File: src/rtl/rv32i_types.sv
// Shared RV32I types: jump-unit opcodes, BHT counter encodings and the BTB entry layout.
package rv32i_types;

  // opc[3] clear marks a conditional branch
  typedef enum logic [3:0] {
    OpcBeq  = 4'b0000,
    OpcBne  = 4'b0001,
    OpcBlt  = 4'b0100,
    OpcBge  = 4'b0101,
    OpcBltu = 4'b0110,
    OpcBgeu = 4'b0111,
    OpcJal  = 4'b1000,
    OpcJalr = 4'b1001
  } jmp_opc_e;

  typedef enum logic [1:0] {
    CntSnt = 2'd0,
    CntWnt = 2'd1,
    CntWt  = 2'd2,
    CntSt  = 2'd3
  } bht_cnt_e;

  // Tag is held right-aligned at full width; unused upper bits stay zero.
  typedef struct packed {
    logic        valid;
    logic        is_cond;
    logic [31:0] tag;
    logic [31:0] target;
  } btb_entry_t;

  function automatic logic is_cond_opc(logic [3:0] opc);
    return ~opc[3];
  endfunction

endpackage

File: src/rtl/bpu_if.sv
// Fetch-lookup and execute-update signal bundle between the core and the BPU.
interface bpu_if;
  logic        fetch_req;
  logic [31:0] fetch_pc;
  logic        predict_valid;
  logic        predict_taken;
  logic [31:0] predict_target;
  logic        execute;
  logic [3:0]  opc;
  logic        update;
  logic [31:0] execute_pc;
  logic [31:0] execute_target;
  logic        execute_taken;

  modport master (
    output fetch_req, fetch_pc, execute, opc, update, execute_pc, execute_target,
           execute_taken,
    input  predict_valid, predict_taken, predict_target
  );

  modport slave (
    input  fetch_req, fetch_pc, execute, opc, update, execute_pc, execute_target,
           execute_taken,
    output predict_valid, predict_taken, predict_target
  );
endinterface

File: src/rtl/bpu_sat_cnt.sv
// 2-bit saturating direction counter next-state logic.
module bpu_sat_cnt
  import rv32i_types::*;
(
  input  logic [1:0] cnt_i,
  input  logic       taken_i,
  output logic [1:0] cnt_o
);

  always_comb begin
    cnt_o = cnt_i;
    if (taken_i) begin
      if (cnt_i != CntSt) cnt_o = cnt_i + 2'd1;
    end else begin
      if (cnt_i != CntSnt) cnt_o = cnt_i - 2'd1;
    end
  end

endmodule

File: src/rtl/bpu.sv
// Branch predictor: direct-mapped BTB plus 2-bit BHT, one-cycle registered lookup.
// Define BPU_GSHARE_EN to XOR a global history register into the BHT index.
module bpu
  import rv32i_types::*;
#(
  parameter int unsigned BHT_DEPTH = 64,
  parameter int unsigned BTB_DEPTH = 16,
  parameter int unsigned GHR_W     = 6
) (
  input logic   clk,
  input logic   rst,
  bpu_if.slave  bus
);

  localparam int unsigned BtbIdxW = $clog2(BTB_DEPTH);
  localparam int unsigned BhtIdxW = $clog2(BHT_DEPTH);

  if (GHR_W == 0 || GHR_W > BhtIdxW) begin : gen_bad_ghr_w
    $error("GHR_W must be in 1..log2(BHT_DEPTH)");
  end

  btb_entry_t btb_q [BTB_DEPTH];
  logic [1:0] bht_q [BHT_DEPTH];

  logic [BtbIdxW-1:0] f_btb_idx, x_btb_idx;
  logic [BhtIdxW-1:0] f_bht_idx, x_bht_idx;
  logic [31:0]        f_tag, x_tag;
  logic               bht_upd;
  logic [1:0]         bht_nxt;
  btb_entry_t         rd_entry, wr_entry;

  logic        pv_d, pv_q, pt_d, pt_q;
  logic [31:0] ptg_d, ptg_q;

  assign f_btb_idx = bus.fetch_pc[BtbIdxW+1:2];
  assign x_btb_idx = bus.execute_pc[BtbIdxW+1:2];
  assign f_tag     = bus.fetch_pc >> (BtbIdxW + 2);
  assign x_tag     = bus.execute_pc >> (BtbIdxW + 2);
  assign bht_upd   = bus.execute && is_cond_opc(bus.opc);

`ifdef BPU_GSHARE_EN
  logic [GHR_W-1:0] ghr_q, ghr_d;

  // Both lookup and update hash with the history as it stands this cycle.
  assign f_bht_idx = bus.fetch_pc[BhtIdxW+1:2] ^ BhtIdxW'(ghr_q);
  assign x_bht_idx = bus.execute_pc[BhtIdxW+1:2] ^ BhtIdxW'(ghr_q);

  always_comb begin
    ghr_d = ghr_q;
    if (bht_upd) ghr_d = (ghr_q << 1) | GHR_W'(bus.execute_taken);
  end

  always_ff @(posedge clk) begin
    if (rst) ghr_q <= '0;
    else     ghr_q <= ghr_d;
  end
`else
  assign f_bht_idx = bus.fetch_pc[BhtIdxW+1:2];
  assign x_bht_idx = bus.execute_pc[BhtIdxW+1:2];
`endif

  bpu_sat_cnt u_sat_cnt (
    .cnt_i   (bht_q[x_bht_idx]),
    .taken_i (bus.execute_taken),
    .cnt_o   (bht_nxt)
  );

  // Reads use the registered tables, so a same-cycle update is seen only by later lookups.
  always_comb begin
    rd_entry = btb_q[f_btb_idx];
    pv_d     = 1'b0;
    pt_d     = 1'b0;
    ptg_d    = '0;
    if (bus.fetch_req && rd_entry.valid && rd_entry.tag == f_tag) begin
      pv_d  = 1'b1;
      ptg_d = rd_entry.target;
      pt_d  = rd_entry.is_cond ? bht_q[f_bht_idx][1] : 1'b1;
    end
  end

  always_comb begin
    wr_entry.valid   = 1'b1;
    wr_entry.is_cond = is_cond_opc(bus.opc);
    wr_entry.tag     = x_tag;
    wr_entry.target  = bus.execute_target;
  end

  always_ff @(posedge clk) begin
    if (rst) begin
      btb_q <= '{default: '0};
      bht_q <= '{default: CntWnt};
      pv_q  <= 1'b0;
      pt_q  <= 1'b0;
      ptg_q <= '0;
    end else begin
      pv_q  <= pv_d;
      pt_q  <= pt_d;
      ptg_q <= ptg_d;
      if (bus.update) btb_q[x_btb_idx] <= wr_entry;
      if (bht_upd)    bht_q[x_bht_idx] <= bht_nxt;
    end
  end

  assign bus.predict_valid  = pv_q;
  assign bus.predict_taken  = pt_q;
  assign bus.predict_target = ptg_q;

endmodule

File: src/flat_wrapper.sv
// flat-port wrapper written by rule: the top's interface ports become plain ports
module bpu_flat import rv32i_types::*;
#(
  parameter int unsigned BHT_DEPTH = 64,
  parameter int unsigned BTB_DEPTH = 16,
  parameter int unsigned GHR_W     = 6
)
  (clk, rst, bus_fetch_req, bus_fetch_pc, bus_execute, bus_opc, bus_update, bus_execute_pc, bus_execute_target, bus_execute_taken, bus_predict_valid, bus_predict_taken, bus_predict_target);
  bpu_if bus_i ();
  input logic clk;
  input logic rst;
  input wire logic [$bits(bus_i.fetch_req)-1:0] bus_fetch_req;
  input wire logic [$bits(bus_i.fetch_pc)-1:0] bus_fetch_pc;
  input wire logic [$bits(bus_i.execute)-1:0] bus_execute;
  input wire logic [$bits(bus_i.opc)-1:0] bus_opc;
  input wire logic [$bits(bus_i.update)-1:0] bus_update;
  input wire logic [$bits(bus_i.execute_pc)-1:0] bus_execute_pc;
  input wire logic [$bits(bus_i.execute_target)-1:0] bus_execute_target;
  input wire logic [$bits(bus_i.execute_taken)-1:0] bus_execute_taken;
  output wire logic [$bits(bus_i.predict_valid)-1:0] bus_predict_valid;
  output wire logic [$bits(bus_i.predict_taken)-1:0] bus_predict_taken;
  output wire logic [$bits(bus_i.predict_target)-1:0] bus_predict_target;
  assign bus_i.fetch_req = bus_fetch_req;
  assign bus_i.fetch_pc = bus_fetch_pc;
  assign bus_i.execute = bus_execute;
  assign bus_i.opc = bus_opc;
  assign bus_i.update = bus_update;
  assign bus_i.execute_pc = bus_execute_pc;
  assign bus_i.execute_target = bus_execute_target;
  assign bus_i.execute_taken = bus_execute_taken;
  assign bus_predict_valid = bus_i.predict_valid;
  assign bus_predict_taken = bus_i.predict_taken;
  assign bus_predict_target = bus_i.predict_target;
  bpu #(.BHT_DEPTH(BHT_DEPTH), .BTB_DEPTH(BTB_DEPTH), .GHR_W(GHR_W)) u_core (.clk(clk), .rst(rst), .bus(bus_i));
endmodule
File: config.mk
export PLATFORM = sky130hd
export DESIGN_NAME = bpu_flat
export DESIGN_NICKNAME = d
export VERILOG_FILES = /design/src/rtl/rv32i_types.sv /design/src/rtl/bpu_if.sv /design/src/rtl/bpu_sat_cnt.sv /design/src/rtl/bpu.sv /design/src/flat_wrapper.sv
export SDC_FILE = /design/constraint.sdc
export NUM_CORES = 2
export LEC_CHECK = 0
export ABC_AREA = 0
export CORE_UTILIZATION = 39
export DETAILED_ROUTE_END_ITERATION = 12
export MAX_ROUTING_LAYER = met4
export SLEW_MARGIN = 5
export SYNTH_ARGS = -nofsm -noshare
export SYNTH_HDL_FRONTEND = slang
export SYNTH_HIERARCHICAL = 1
export SYNTH_SLANG_ARGS = --single-unit
File: constraint.sdc
create_clock -name clk -period 4.48 [get_ports clk]
set_input_delay 1.12 -clock clk [delete_from_list [all_inputs] [get_ports clk]]
set_output_delay 1.12 -clock clk [all_outputs]
set_load 0.01 [all_outputs]
**After elaboration in Yosys (flattened, before gate mapping)**

Index checks and enable logic that the tools add are counted.

- Register bits after elaboration: 1,218
- Latch bits: 0
- Bits in read-only memories: 0
- Input bits: 106
- Memories: 0
- Memory bits (writable): 0

- Div/mod/pow operators: 0
- $lt $le $gt $ge: 6
- Muxes and demuxes: 20
- Shift-type cells: 0
- $add $sub $neg: 2
- $mul: 0
- Bitwise gates (word level): 6
- Equal/unequal tests: 2
- Reductions and logical operators: 7

Operators by type and width:

| operator | count |
|---|---|
| bitwise mux 1056 bit | 1 |
| binary-select mux 66 bit (select 4 bit) | 1 |
| demux 66 bit (select 4 bit) | 1 |
| two-way mux 66 bit | 3 |
| bitwise mux 128 bit | 1 |
| equality test 32 x 26 -> 1 bit | 1 |
| binary-select mux 2 bit (select 6 bit) | 2 |
| two-way mux 2 bit | 8 |
| >= comparator 7 bit, second input constant | 2 |
| inverter 6 -> 7 bit | 2 |
| demux 2 bit (select 6 bit) | 1 |
| >= comparator 5 bit, second input constant | 2 |
| inverter 4 -> 5 bit | 2 |
| < comparator 7 x 1 -> 1 bit, second input constant | 1 |
| logical AND 1 bit | 5 |
| < comparator 5 x 1 -> 1 bit, second input constant | 1 |
| adder 2 x 1 -> 2 bit, second input constant | 1 |
| two-way mux 1 bit | 2 |
| inequality test 2 bit, second input constant | 1 |
| inverter 1 bit | 2 |
| nonzero test 2 bit | 1 |
| OR reduction 2 bit | 1 |
| subtractor 2 x 1 -> 2 bit, second input constant | 1 |

**Longest topological paths before layout**

- Depth in word-level cells: 8
- Mapped depth: 13
- Mapped depth without buffers: 7

**Modules after synthesis**

The synthesis kept the hierarchy.

Modules (own cells, without submodules):

| module | area each (µm²) | instances | cells each |
|---|---|---|---|
| bpu | 48,959.5 | 1 | 5,783 |
| bpu_sat_cnt | 26.3 | 1 | 3 |

**Least setup slack after synthesis**

No wires, ideal clock.

- Path kind: input-to-reg
- Start point: in bus_execute_pc[2]
- End point: reg u_core/bht_q[106] (netlist name)
- Path buffers: 3
- Required time: 4.417 ns
- Path slack: 0.374 ns
- Stages: 10
- Arrival time: 4.043 ns
- Cell sequence: buf_1 mux4_2 mux4_2 mux4_2 inv_1 maj3_2 clkbuf_1 buf_1 nand3_1 nand3_1

- Word-level cells in the longest chain between the ends: 8
- Elaborated cells between the ends (all ways): 17
- Classes of those cells: add/sub: 2; order compare: 2; eq/ne: 1; mux: 9; bitwise: 1; reduce/logical: 2

RTL lines:

| item | RTL line | text |
|---|---|---|
| start, declared | flat_wrapper.sv:17 | `input wire logic [$bits(bus_i.execute_pc)-1:0] bus_execute_pc;` |
| inverter 6 -> 7 bit (not written as such) (*) | bpu.sv:63 | `.cnt_i (bht_q[x_bht_idx]),` |
| binary-select mux 2 bit (select 6 bit) (*) | bpu.sv:63 |  |
| two-way mux 2 bit (not written as such) (*) (2 in a row) | bpu.sv:63 |  |
| subtractor 2 x 1 -> 2 bit (tied with other cells) | bpu_sat_cnt.sv:15 | `if (cnt_i != CntSnt) cnt_o = cnt_i - 2'd1;` |
| two-way mux 2 bit, on equally long branches | bpu_sat_cnt.sv:15, bpu_sat_cnt.sv:13 |  |
| two-way mux 2 bit (*) | bpu_sat_cnt.sv:12 | `if (taken_i) begin` |
| via u_core.bht_nxt[0] | bpu.sv:29 | `logic [1:0] bht_nxt;` |
| bitwise mux 128 bit (*) | bpu.sv:100 | `if (bht_upd) bht_q[x_bht_idx] <= bht_nxt;` |
| end signal, assigned by index | bpu.sv:100 |  |
| end, declared | bpu.sv:23 | `logic [1:0] bht_q [BHT_DEPTH];` |

The timed path passes the listed nets; every way through them passes the cells marked *. The select of a mux whose other input is x is not followed.
A chain may end at the register's enable or synchronous reset.

**Worst setup path after layout**

- Start point: in bus_fetch_pc[2]
- End point: reg u_core.ptg_q[9] (netlist: u_core/bus.predict_target[9])

- Word-level cells in the longest chain between the ends: 8
- Elaborated cells between the ends (all ways): 9
- Classes of those cells: eq/ne: 1; mux: 3; bitwise: 2; reduce/logical: 3

RTL lines:

| item | RTL line | text |
|---|---|---|
| start, declared | flat_wrapper.sv:13 | `input wire logic [$bits(bus_i.fetch_pc)-1:0] bus_fetch_pc;` |
| inverter 4 -> 5 bit (not written as such) (*) | bpu.sv:70 | `rd_entry = btb_q[f_btb_idx];` |
| binary-select mux 66 bit (select 4 bit) (*) | bpu.sv:70 |  |
| two-way mux 66 bit (not written as such) (*) (2 in a row) | bpu.sv:70 |  |
| equality test 32 x 26 -> 1 bit or logical AND 1 bit (tied branches) | bpu.sv:74 | `if (bus.fetch_req && rd_entry.valid && rd_entry.tag == f_tag) begin` |
| logical AND 1 bit | bpu.sv:74 |  |
| inverter 1 bit (no line) | - |  |
| OR reduction 2 bit (no line) | - |  |
| end signal, assigned | bpu.sv:98 | `ptg_q <= ptg_d;` |
| end, declared | bpu.sv:33 | `logic [31:0] ptg_d, ptg_q;` |

Mark *: on every way between the ends. The rest lies on a longest branch, timed or not. The select of a mux whose other input is x is not followed.

==> metrics.md <==
| Metric | Value |
|---|---|
| Status | `finished clean` |
| Final TNS setup | `0 ns` |
| Switching share of power | `approximately a quarter` |
| NetSw | `5.27 mW` |
| Flop pwr share | `roughly 48%` |
| Row cnt | `129` |
| Placed cells | `7125` |
| Detailed-route wire length | `169 mm` |
| Die area | `0.127 mm^2` |
| Seq/Total Area, Yosys | `45.9%` |
| Fraction of registers with async set/reset | `0%` |
| Via/cell ratio | `5.70` |
| WL/cell | `about 23 um` |
| Internal power | `16.1 mW` |
| Gate Count Post-Synth | `between 5000 and 6000` |
| Crit share post-route | `78.9%` |
| Post-Layout Cell Count | `about 7400` |
| # IOs | `140` |
| # setup viols final | `0` |
| Initial Util | `39.5%` |
| Critical path type | `input port to flop` |
| Largest net degree at the start of global routing | `220` |
| Skew final | `0.0338 ns` |
| Fmax | `0.283 GHz` |
| Clk pin slew, worst setup/hold paths | `0.06 ns` |
| CP required | `5.08 ns` |
| Residual DRC count | `0` |
| Die height | `356 um` |
| Hold Crit Class | `flop to flop` |
| Number of global-route vias before repair | `slightly below 40000` |
| Startpoint Class | `input port` |
| EDFF count, synth | `0` |
| Cell variety after synth | `between 60 and 70` |
| Power Density | `382 mW/mm^2` |
| Iteration-0 DRC Markers | `4834` |
| CP endpoint kind | `flop` |
| RSZ-0062 raised after global routing | `no` |
| Syn avg cell area | `8.47 um^2` |
| Share of cells above drive strength 1 | `13.1%` |
| Dpl hpwl | `about 93 mm` |
| Clock sink total | `around 1100` |
| Total of max-cap violations | `0` |
| Final Hold Viols | `0` |
| Post-Syn Nets | `5892` |
| Pins Over Slew Limit | `0` |
| H-tree depth | `3` |
| Synth warn | `6` |
| Worst skew pair latency | `0.75 ns` |
| Main flop type after synthesis | `dfxtp_1` |
| Antenna Nets Post-Route | `0` |
| CTS root buf | `clkbuf_16` |
| Antenna violations before repair | `11` |
| Number of port buffers | `~130` |
| Worst slew margin | `28.3%` |
| Arrival time at the worst endpoint | `4.13 ns` |
| Nets@finish | `5713` |
| Global placer's final weighted congestion | `between 0.8 and 0.9` |
| CTS hold repair buffers | `0` |
| Initial DRT Pass Iterations | `8` |
| Post-synthesis sequential element count | `between 1000 and 1500` |
| Total Power | `21.4 mW` |
| First-pass GRT wire length | `253 mm` |
| Syn-to-layout area delta | `14.4%` |
| Total track usage | `27.0%` |
| Width of the die | `approximately 360 um` |
| Post-CTS resize count | `0` |
| Comb pwr share | `7.0%` |
| Slew @ Worst Pin | `roughly 1.1 ns` |
| TritonCTS clock tree | `done` |
| GRT overflow | `0` |
| Utilization after layout | `45.1%` |
| Clock share of power | `45.5%` |
| Tmin final | `3.53 ns` |
| Num CTS Buffers | `117` |
| CTS Buffer Depth | `3` |
| Via count | `41900` |
| Core Box Area | `0.124 mm^2` |
| Peak supply drop | `0.000375 V` |
| Worst Path Max Fanout | `40` |
| P_leak | `18.3 nW` |
| Post-CTS Setup Repair Bufs | `0` |
| Mapped Area | `0.0490 mm^2` |
[placed cells by master, fill, tap and decap left out, types with 7 or more instances in the layout]
cell | Yosys | final
nand2_1 | 2102 | 2086
dfxtp_1 | 1122 | 1122
a21oi_1 | 1002 | 1002
mux4_2 | 295 | 295
nand3_1 | 138 | 138
clkdlybuf4s50_1 | 0 | 125
clkbuf_16 | 0 | 118
buf_4 | 17 | 103
nor2_1 | 116 | 100
mux2i_1 | 78 | 78
o21ai_0 | 73 | 73
buf_12 | 0 | 59
clkbuf_1 | 471 | 32
clkbuf_8 | 0 | 31
nor4_2 | 30 | 30
clkinv_2 | 0 | 23
a211oi_1 | 20 | 20
nor2_4 | 0 | 16
nand2_4 | 0 | 16
xnor2_1 | 15 | 15
mux2_2 | 15 | 15
xor2_1 | 13 | 13
a22oi_1 | 11 | 11
diode_2 | 0 | 10
nor3_1 | 10 | 10
inv_1 | 11 | 10
nor2b_1 | 9 | 9
nand2b_1 | 8 | 8
a221oi_1 | 8 | 8
o22ai_1 | 8 | 8
mux2_1 | 7 | 7
[Yosys cell counts, types with 8 or more instances]
master | number | area (um^2)
nand2_1 | 2102 | 7890
dfxtp_1 | 1122 | 22500
a21oi_1 | 1002 | 5010
clkbuf_1 | 471 | 1770
mux4_2 | 295 | 6640
nand3_1 | 138 | 691
nor2_1 | 116 | 435
mux2i_1 | 78 | 781
o21ai_0 | 73 | 365
buf_1 | 56 | 210
buf_2 | 37 | 185
nor4_2 | 30 | 375
a211oi_1 | 20 | 150
buf_4 | 17 | 128
mux2_2 | 15 | 169
xnor2_1 | 15 | 131
xor2_1 | 13 | 114
a22oi_1 | 11 | 82.6
buf_6 | 11 | 124
inv_1 | 11 | 41.3
nor3_1 | 10 | 50.1
nor2b_1 | 9 | 56.3
a221oi_1 | 8 | 70.1
nand2b_1 | 8 | 50.1
o22ai_1 | 8 | 50.1
[power by group through the flow]
stage | logic [mW] | registers [mW] | clock network [mW]
detailed placement | 1.48 | 10.4 | 0
floorplan | 0.935 | 10.4 | 0
finish | 1.50 | 10.1 | 9.73
CTS | 1.49 | 10.1 | 9.85
global placement | 1.47 | 10.4 | 0
global route | 1.58 | 10.2 | 10.3
[cell families after synthesis]
| family | count (synthesis) | synth area share, % |
|---|---|---|
| AND/OR/NAND/NOR | 2461 | 20.2 |
| AO/OA/AOI/OAI | 1171 | 12.6 |
| flip-flops | 1122 | 45.9 |
| buffers and inverters | 607 | 5.04 |
| multiplexers | 395 | 15.7 |
| XOR/XNOR | 28 | 0.501 |
| adder cells (fa/ha/maj) | 2 | 0.0460 |
[per-stage QoR]
| stage | cell area [um^2] | worst slack, ns | hold slack [ns] |
|---|---|---|---|
| after floorplan | 49000 | 0.374 | 0.432 |
| after global placement | 52200 | 0.261 | 0.438 |
| after detailed placement | 52200 | 0.268 | 0.444 |
| after CTS | 56000 | 1.05 | 0.452 |
| after global routing | 56000 | 0.743 | 0.464 |
| final | 56000 | 0.946 | 0.450 |
[flip-flops by register name, summed over array words and instances, names as in the netlist]
register                   cells
u_core/bht_q                 128
u_core/btb_q                 960
u_core/bus.predict_taken       1
u_core/bus.predict_target     32
u_core/bus.predict_valid       1
[metal layers]
| metal | up-vias | GRT usage, % | routed length (um) |
|---|---|---|---|
| li1 | 19200 | - | - |
| met1 | 20400 | 35.4 | 69800 |
| met2 | 1892 | 42.6 | 79400 |
| met3 | 380 | 3.93 | 14400 |
| met4 | 0 | 9.01 | 5550 |
| met5 | - | - | 0 |
[path summary, 6_finish.rpt]
kind / startpoint / to / slack [ns] / cells past startpoint
worst min register to register: u_core/btb_q[558]$_SDFFE_PP0P_ / u_core/btb_q[558]$_SDFFE_PP0P_ / 0.45 / 2
worst max-delay path: bus_fetch_pc[2] / u_core/bus.predict_target[9]$_SDFF_PP0_ / 0.95 / 10
worst min-delay path: u_core/btb_q[558]$_SDFFE_PP0P_ / u_core/btb_q[558]$_SDFFE_PP0P_ / 0.45 / 2
worst max register to register: u_core/btb_q[118]$_SDFFE_PP0P_ / u_core/bus.predict_target[9]$_SDFF_PP0_ / 1.59 / 8
[final cells by class]
| cell class | count | area, um^2 |
|---|---|---|
| repair buffers | 294 | 3280 |
| well taps | 1637 | 2050 |
| inverters | 15 | 58.8 |
| clock buffers | 180 | 3490 |
| diodes | 10 | 25.0 |
| fillers | 12000 | 68100 |
| flip-flops and latches | 1122 | 22500 |
| multi-input cells | 4057 | 24300 |
| clock inverters | 37 | 345 |
[worst max-delay path: stages]
cell	delay (ns)
buf_8	0.34
buf_12	0.26
mux4_2	0.56
xnor2_1	0.15
a31oi_1	0.43
a2111oi_0	0.14
buf_4	0.17
o2bb2ai_4	0.60
buf_12	0.23
nor4_2	0.05
(Power assumes the default switching activity.)
